===== src/rtl/apb_rr_arbiter.sv =====
`default_nettype none
// +----------------------------------------------------------------------------+
// | Module   : apb_rr_arbiter                                                  |
// | Purpose  : Round-robin share of one APB master port among NUM_REQ clients. |
// | Revision : 1.0 - initial release                                           |
// +----------------------------------------------------------------------------+
module apb_rr_arbiter #(
  parameter int NUM_REQ = 4,
  parameter int ADDR_W  = 32,
  parameter int DATA_W  = 32,
  parameter int TIMEOUT = 16
) (
  input  logic                      pclk,
  input  logic                      preset_n,
  input  logic [NUM_REQ-1:0]        req_i,
  input  logic [NUM_REQ-1:0]        req_write_i,
  input  logic [NUM_REQ*ADDR_W-1:0] req_addr_i,
  input  logic [NUM_REQ*DATA_W-1:0] req_wdata_i,
  output logic [NUM_REQ-1:0]        gnt_o,
  output logic [NUM_REQ-1:0]        done_o,
  output logic [DATA_W-1:0]         rdata_o,
  output logic                      err_o,
  output logic                      psel_o,
  output logic                      penable_o,
  output logic [ADDR_W-1:0]         paddr_o,
  output logic                      pwrite_o,
  output logic [DATA_W-1:0]         pwdata_o,
  input  logic [DATA_W-1:0]         prdata_i,
  input  logic                      pready_i,
  input  logic                      pslverr_i
);

  localparam int IDX_W = (NUM_REQ > 1) ? $clog2(NUM_REQ) : 1;
  localparam int CNT_W = (TIMEOUT > 1) ? $clog2(TIMEOUT) : 1;
  localparam logic [IDX_W:0]   c_NUM_REQ  = (IDX_W+1)'(NUM_REQ);
  localparam logic [CNT_W-1:0] c_CNT_LAST = CNT_W'(TIMEOUT - 1);

  typedef enum logic [1:0] {
    S_IDLE   = 2'd0,
    S_SETUP  = 2'd1,
    S_ACCESS = 2'd2
  } state_t;

  state_t              r_state;
  logic [IDX_W-1:0]    r_ptr;
  logic [IDX_W-1:0]    r_owner;
  logic [CNT_W-1:0]    r_cnt;
  logic                r_psel;
  logic                r_penable;
  logic                r_pwrite;
  logic [ADDR_W-1:0]   r_paddr;
  logic [DATA_W-1:0]   r_pwdata;
  logic [NUM_REQ-1:0]  r_gnt;

  logic [ADDR_W-1:0]   w_addr  [NUM_REQ];
  logic [DATA_W-1:0]   w_wdata [NUM_REQ];
  logic [NUM_REQ-1:0]  w_rot;
  logic [IDX_W-1:0]    w_off;
  logic [IDX_W:0]      w_sum;
  logic [IDX_W-1:0]    w_sel;
  logic [NUM_REQ-1:0]  w_sel_oh;
  logic [IDX_W:0]      w_ptr_inc;
  logic [IDX_W-1:0]    w_next_ptr;
  logic                w_any;
  logic                w_access;
  logic                w_expire;
  logic                w_finish;

  generate
    for (genvar k = 0; k < NUM_REQ; k++) begin : g_unpack
      assign w_addr[k]  = req_addr_i[k*ADDR_W +: ADDR_W];
      assign w_wdata[k] = req_wdata_i[k*DATA_W +: DATA_W];
    end
  endgenerate

  // Rotate so bit j means requester (ptr + j) mod NUM_REQ; lowest set bit wins.
  assign w_rot = NUM_REQ'({req_i, req_i} >> r_ptr);
  assign w_any = |req_i;

  always_comb begin
    w_off = '0;
    for (int j = NUM_REQ - 1; j >= 0; j--) begin
      if (w_rot[j]) begin
        w_off = IDX_W'(j);
      end
    end
  end

  assign w_sum      = {1'b0, r_ptr} + {1'b0, w_off};
  assign w_sel      = (w_sum >= c_NUM_REQ) ? IDX_W'(w_sum - c_NUM_REQ) : w_sum[IDX_W-1:0];
  assign w_sel_oh   = NUM_REQ'(1) << w_sel;
  assign w_ptr_inc  = {1'b0, r_owner} + (IDX_W+1)'(1);
  assign w_next_ptr = (w_ptr_inc == c_NUM_REQ) ? '0 : w_ptr_inc[IDX_W-1:0];

  assign w_access = (r_state == S_ACCESS);
  assign w_expire = (r_cnt == c_CNT_LAST);
  assign w_finish = w_access && (pready_i || w_expire);

  always_ff @(posedge pclk or negedge preset_n) begin
    if (!preset_n) begin
      r_state   <= S_IDLE;
      r_ptr     <= '0;
      r_owner   <= '0;
      r_cnt     <= '0;
      r_psel    <= 1'b0;
      r_penable <= 1'b0;
      r_pwrite  <= 1'b0;
      r_paddr   <= '0;
      r_pwdata  <= '0;
      r_gnt     <= '0;
    end else begin
      case (r_state)
        S_IDLE: begin
          if (w_any) begin
            r_state  <= S_SETUP;
            r_owner  <= w_sel;
            r_paddr  <= w_addr[w_sel];
            r_pwdata <= w_wdata[w_sel];
            r_pwrite <= req_write_i[w_sel];
            r_gnt    <= w_sel_oh;
            r_psel   <= 1'b1;
            r_cnt    <= '0;
          end
        end
        S_SETUP: begin
          r_state   <= S_ACCESS;
          r_penable <= 1'b1;
          r_cnt     <= '0;
        end
        S_ACCESS: begin
          // Bus fields return to zero with the transfer so IDLE shows a quiet port.
          if (w_finish) begin
            r_state   <= S_IDLE;
            r_ptr     <= w_next_ptr;
            r_psel    <= 1'b0;
            r_penable <= 1'b0;
            r_pwrite  <= 1'b0;
            r_paddr   <= '0;
            r_pwdata  <= '0;
            r_gnt     <= '0;
          end else begin
            r_cnt <= r_cnt + 1'b1;
          end
        end
        default: begin
          r_state <= S_IDLE;
        end
      endcase
    end
  end

  assign psel_o    = r_psel;
  assign penable_o = r_penable;
  assign paddr_o   = r_paddr;
  assign pwrite_o  = r_pwrite;
  assign pwdata_o  = r_pwdata;
  assign gnt_o     = r_gnt;

  assign done_o  = w_finish ? r_gnt : '0;
  assign rdata_o = (w_access && pready_i && !r_pwrite) ? prdata_i : '0;
  assign err_o   = w_access && (pready_i ? pslverr_i : w_expire);

endmodule
`default_nettype wire


===== config.mk =====
export PLATFORM = sky130hd
export DESIGN_NAME = apb_rr_arbiter
export DESIGN_NICKNAME = d
export VERILOG_FILES = /design/src/rtl/apb_rr_arbiter.sv
export SDC_FILE = /design/constraint.sdc
export NUM_CORES = 1
export LEC_CHECK = 0
export CAP_MARGIN = 15
export CORE_AREA = 2 2 160 162
export DETAILED_ROUTE_END_ITERATION = 8
export DIE_AREA = 0 0 162 164
export GPL_TIMING_DRIVEN = 0
export SLEW_MARGIN = 40
export SYNTH_ARGS = -nofsm -noshare
export SYNTH_HDL_FRONTEND = slang
export SYNTH_SLANG_ARGS = --single-unit

===== constraint.sdc =====
create_clock -name pclk -period 2.76 [get_ports pclk]
set_input_delay 0.276 -clock pclk [delete_from_list [all_inputs] [get_ports pclk]]
set_output_delay 0.276 -clock pclk [all_outputs]
set_load 0.005 [all_outputs]

* Yosys cells after proc, flatten, opt, wreduce, memory -nomap -nowiden *
Index checks and enable logic that the tools add are counted.

word-level totals
  bits in registers = 81
  latch bits = 0
  memories = 0
  logic and storage cells = 81
  RAM bits = 0
  output and inout port bits = 108
  bits in read-only memories = 0

cells by class
  reductions and logical operators = 17
  muxes and demuxes = 37
  magnitude comparators = 3
  $mul = 0
  equal/unequal tests = 7
  bitwise operators = 1
  add/sub/neg operators = 4
  divide/modulo/power cells = 0
  shifts and indexed selects = 2

operator list
  kind                                                                number
  32-bit 2-to-1 mux                                                   8
  32-bit binary-select mux with 2-bit select                          2
  32-bit case mux with 2 select lines                                 2
  4-bit 2-to-1 mux                                                    5
  2-bit 2-to-1 mux                                                    8
  4-bit case mux with 3 select lines                                  1
  4-bit case mux with 2 select lines                                  1
  2-bit AND reduction                                                 4
  8-bit by 2-bit right shift with 4-bit output                        1
  3-bit greater-or-equal comparator (second input constant)           2
  1-bit case mux with 2 select lines                                  3
  2-bit case mux with 3 select lines                                  1
  3-bit AND reduction                                                 2
  1-bit 2-to-1 mux                                                    5
  4-bit by 1-bit adder with 4-bit output (second input constant)      1
  4-bit == test (second input constant)                               1
  1-bit logical AND                                                   4
  2-bit inequality test (second input constant)                       2
  2-bit nonzero test                                                  2
  4-bit OR reduction                                                  1
  1-bit by 2-bit << shifter with 4-bit output (first input constant)  1
  2-bit by 1-bit adder with 3-bit output (second input constant)      1
  2-bit by 2-bit adder with 3-bit output                              1
  3-bit == test (second input constant)                               1
  11 further kinds                                                    11

* Longest topological paths before layout *
  depth after elaboration = 14
  gate-level depth with buffers = 13
  gate-level depth less buffers = 9

* Worst setup path before layout *
Ideal clock, no wire load.

  kind = register -> register
  from = register r_ptr[1]
  to = register r_paddr[27], in the netlist paddr_o[27]
  path slack = -65 ps
  arrival = 2696 ps
  buffers on the path = 3
  library setup time = 128 ps
  stages on the path, launching flop included = 12
  cell sequence = dfrtp_1 -> nand2_1 -> a2bb2oi_1 -> o221ai_1 -> o21a_1 -> ha_1 -> clkbuf_1 -> clkbuf_1 -> clkbuf_1 -> mux2_2 -> a221oi_1 -> o21ai_1

on the way
  word-level cells in the longest chain between the ends = 14

RTL lines
  item                                                                                              line  RTL
  start, declared                                                                                   45    logic [IDX_W-1:0] r_ptr;
  start signal, assigned                                                                            134   r_ptr <= w_next_ptr;
  8-bit by 2-bit right shift with 4-bit output                                                      77    assign w_rot = NUM_REQ'({req_i, req_i} >> r_ptr);
  2-bit 2-to-1 mux (4 in series)                                                                    83    if (w_rot[j]) begin
  2-bit by 2-bit adder with 3-bit output (*)                                                        89    assign w_sum = {1'b0, r_ptr} + {1'b0, w_off};
  3-bit greater-or-equal comparator or 2-bit by 1-bit subtractor with 2-bit output (tied branches)  90    assign w_sel = (w_sum >= c_NUM_REQ) ? IDX_W'(w_sum - c_NUM_REQ) : w_sum[IDX_W-1:0];
  2-bit 2-to-1 mux (*)                                                                              90
  named net w_sel[0]                                                                                60    logic [IDX_W-1:0] w_sel;
  2-bit inverter with 3-bit output (implied by the code) (*)                                        117   r_paddr <= w_addr[w_sel];
  32-bit binary-select mux with 2-bit select (*)                                                    117
  32-bit 2-to-1 mux (implied by the code) (*) (2 in series)                                         117
  32-bit 2-to-1 mux (*)                                                                             114   if (w_any) begin
  32-bit case mux with 2 select lines (*)                                                           112   case (r_state)
  end signal, assigned                                                                              117
  end, declared                                                                                     51    logic [ADDR_W-1:0] r_paddr;

The timed path passes the listed nets; every way through them passes the cells marked *. The select of a mux whose other input is x is not followed.
A chain may end at the register's enable or synchronous reset.

* Worst setup path in the final report *
  from = register r_ptr[1]
  to = register r_paddr[19], in the netlist paddr_o[19]

The elaborated chain is that of the path after synthesis.

==> impl_metrics.env <==
export IMPL_vias_per_cell=5.11
export IMPL_period_share_pct=96.4
export IMPL_fin_skew_ns=0.0106
export IMPL_rsz0062_at_grt="false"
export IMPL_synth_edff_count=0
export IMPL_worstPathRequired_ns=3.00
export IMPL_p_leak_uw=0.00453
export IMPL_critical_path_cell_chain="nand2_1 > a2bb2oi_1 > o221ai_1 > o21a_1 > ha_4 > buf_12 > clkbuf_8 > mux2_2 > a221oi_1 > o21ai_1"
export IMPL_drt_total_wl_um=31800
export IMPL_crit_arrival_ns=2.90
export IMPL_min_path_type="primary input to register"
export IMPL_rows=58
export IMPL_critPathMaxStageDelay_ns=0.43
export IMPL_synth_compound_area_share_pct=28.7
export IMPL_first_iter_violations=309
export IMPL_fin_crit_ns=2.66
export IMPL_grt_pass1_wl_um=45800
export IMPL_drv_slew=0
export IMPL_yosysWarnings=0
export IMPL_total_power_uw=13500
export IMPL_status="completed"
export IMPL_syn_area_per_cell_um2=9.98
export IMPL_synth_nets=965
export IMPL_dr_pass1_iters=4
export IMPL_start_util_pct=26.6
export IMPL_die_y_um=164
export IMPL_core_area_um2=24800
export IMPL_worst_pin_slew_ns=0.833
export IMPL_wire_per_inst_um=22.3
export IMPL_dp_hpwl_um=25000
export IMPL_clk_pin_slew_ns=0.07
export IMPL_fmax_ghz=0.376
export IMPL_vias=7275
export IMPL_synth_yosys_seq_area_share_pct=30.7
export IMPL_synthSimpleGateAreaFrac_pct=10.9
export IMPL_drc=0
export IMPL_portBuffers=406
export IMPL_cap_viol_max_count=0
export IMPL_critPathTopFamily="compound AO/OA/AOI/OAI gates"
export IMPL_async_flop_share_pct=100
export IMPL_crit_fanout=10
export IMPL_clk_latency_ns=0.35
export IMPL_p_per_area_nw_per_um2=1150
export IMPL_dieArea_um2=26600
export IMPL_cts_sinks=81
export IMPL_synthFlopType="dfrtp_1"
export IMPL_synthMuxAreaShare_pct=22.3
export IMPL_place_area_um2=11100
export IMPL_area_growth_syn_to_layout_pct=77.4
export IMPL_root_buffer="clkbuf_16"
export IMPL_syn_area_um2=6610
export IMPL_synth_xor_area_share_pct=0.398
export IMPL_grt_pass1_vias=7429
export IMPL_crit_slowest_cell="dfrtp_2"
export IMPL_synth_cell_types=44
export IMPL_drtAntennaViolNets=0
export IMPL_critPathLaunchType="register"
export IMPL_synth_top_family_by_area="compound AO/OA/AOI/OAI gates"
export IMPL_swShare_pct=43.3
export IMPL_finish_instance_area_um2=11700
export IMPL_path_buf_inv=2
export IMPL_drive_gt1_share_pct=24.1
export IMPL_ys_ff_latch=81
export IMPL_netlist_instances=662
export IMPL_maxSlewHeadroom_pct=44.5
export IMPL_setup_viol=0
export IMPL_p_int_uw=7650
export IMPL_antenna_found_initial=7
export IMPL_synth_fa_ha_area_share_pct=0.568
export IMPL_fin_nets=1384
export IMPL_globalRouteTotalUtil_pct=23.2
export IMPL_switching_power_uw=5830
export IMPL_die_width_um=162
export IMPL_hold_viol_final=0
export IMPL_clockBufferDepth=2
export IMPL_crit_type="register to register"
export IMPL_cts_tree="built"
export IMPL_grt_max_degree=48
export IMPL_place_congestion=0.832
export IMPL_power_frac_seq_pct=16.5
export IMPL_r2r_slack_ns=0.1
export IMPL_io_pins=408
export IMPL_grt_ovfl_total=0
export IMPL_pwr_share_clk_pct=11.3
export IMPL_crit_path_end_kind="register"
export IMPL_cts_buffers=9
export IMPL_vdd_ir_drop_worst_uv=534
export IMPL_p_comb_share_pct=72.2
export IMPL_h_tree_depth=3
==> tightest hold or removal path, delay by kind of cell <==
kind            cells  cell delay, ns
compound gates      2            0.23
simple gates        1            0.07
buf+inv             1            0.11
==> cell type report <==
class / instances / area, um2
fill: 2384 / 13100
inverter: 3 / 11.3
antenna: 10 / 25.0
clock inverter: 5 / 129
sequential: 81 / 2030
tap: 330 / 413
multi-input combinational: 505 / 4250
timing repair buffer: 410 / 4110
clock buffer: 10 / 229
buffer: 71 / 517
==> stage by stage <==
step / utilization [%] / setup slack, ns / instances / TNS [ns] / hold WS [ns]
final: 47.2 / 0.100 / 1425 / 0 / 0.374
after global routing: 47.2 / 0.000370 / 1422 / 0 / 0.441
after CTS: 46.7 / 0.0334 / 1414 / 0 / 0.362
after detailed placement: 44.8 / -1.56 / 1399 / -99.92 / 0.199
after global placement: 44.7 / -2.09 / 1398 / -272.73 / 0.465
after floorplan: - / -0.0192 / 662 / -0.600 / -0.0196
==> power groups by stage <==
stage	registers (uW)	clock network, uW	logic, uW
after floorplan	2180	0	5750
after global placement	2210	0	9260
after detailed placement	2230	0	9310
after CTS	2230	1540	9630
after global routing	2290	1590	10500
final	2220	1530	9730
==> sequential cells by signal, summed over array words and instances (netlist names) <==
signal / flops
gnt_o: 4
paddr_o: 32
penable_o: 1
psel_o: 1
pwdata_o: 32
pwrite_o: 1
r_cnt: 4
r_owner: 2
r_ptr: 2
r_state: 2
==> layer usage <==
| metal | vias up | wire length (um) | GRT usage, % |
|---|---|---|---|
| met3 | 27 | 2090 | 4.87 |
| met1 | 3525 | 12300 | 26.9 |
| li1 | 3437 | - | - |
| met2 | 286 | 16900 | 41.8 |
| met4 | 0 | 575 | 8.73 |
| met5 | - | 0 | 0 |
==> path summary, 6_finish.rpt <==
check                             start  cells after the start           end
max in group asynchronous      preset_n                      3   pwdata_o[4]
min reg2reg                pwdata_o[30]                      2  pwdata_o[30]
min in group asynchronous      preset_n                      2  pwdata_o[26]
max                            r_ptr[1]                     10   paddr_o[19]
max reg2reg                    r_ptr[1]                     10   paddr_o[19]
min                            req_i[2]                      4      r_cnt[1]
==> cell families (layout without fill, tap and decap cells) <==
kind of cell,count (synthesis),in the layout
compound gates,222,222
simple gates,146,146
mux,131,131
flops,81,81
buf+inv,76,499
fa+ha+maj,3,3
xor+xnor,3,3
other cells,0,10
==> cells in the mapped netlist (2+ instances only) <==
master,count,area [um2]
xnor2_1,3,26.3
nand2b_1,2,12.5
clkbuf_1,38,143
buf_2,11,55.1
a221oi_1,90,788
nor3b_1,2,15.0
o21ai_1,66,330
buf_1,3,11.3
a21oi_1,4,20.0
a32o_1,2,20.0
buf_4,9,67.6
a221oi_2,40,601
buf_6,12,135
nor3_1,2,10.0
dfrtp_1,81,2030
nand2_1,82,308
or3_1,2,12.5
or3b_2,2,17.5
and2_1,36,225
nor2_1,5,18.8
nand3_1,4,20.0
o21ai_0,7,35.0
mux2_2,130,1460
o21a_1,2,15.0
inv_1,2,7.51
a31oi_1,2,12.5
ha_1,3,37.5
nor2b_1,4,25.0
==> what timing repair did <==
item | CTS | global route
endpoints found under the setup margin | 101 | 83
setup buffers | 1 | 1
pin swaps | 0 | 1
hold buffers | 1 | 0
hold endpoints to repair | 46 | 0
cloned | 0 | 0
gates resized for setup | 40 | 28
==> placed cells by master (no fill, tap or decap), types with 3 or more instances in the layout <==
master	netlist	layout
buf_4	9	11
clkbuf_16	0	9
dfrtp_1	81	80
nor2b_1	4	4
o21ai_1	66	66
o21ai_0	7	7
nand3_1	4	4
and2_1	36	36
nor2_1	5	5
clkdlybuf4s50_1	0	403
nand2_1	82	82
buf_6	12	14
clkbuf_1	38	16
buf_2	11	13
a21oi_1	4	4
clkbuf_2	0	8
mux2_2	130	130
a221oi_1	90	82
bufinv_16	0	4
buf_1	3	3
a221oi_2	40	48
diode_2	0	10
clkbuf_8	0	5
Note: power is estimated with default switching activity, not from simulation.
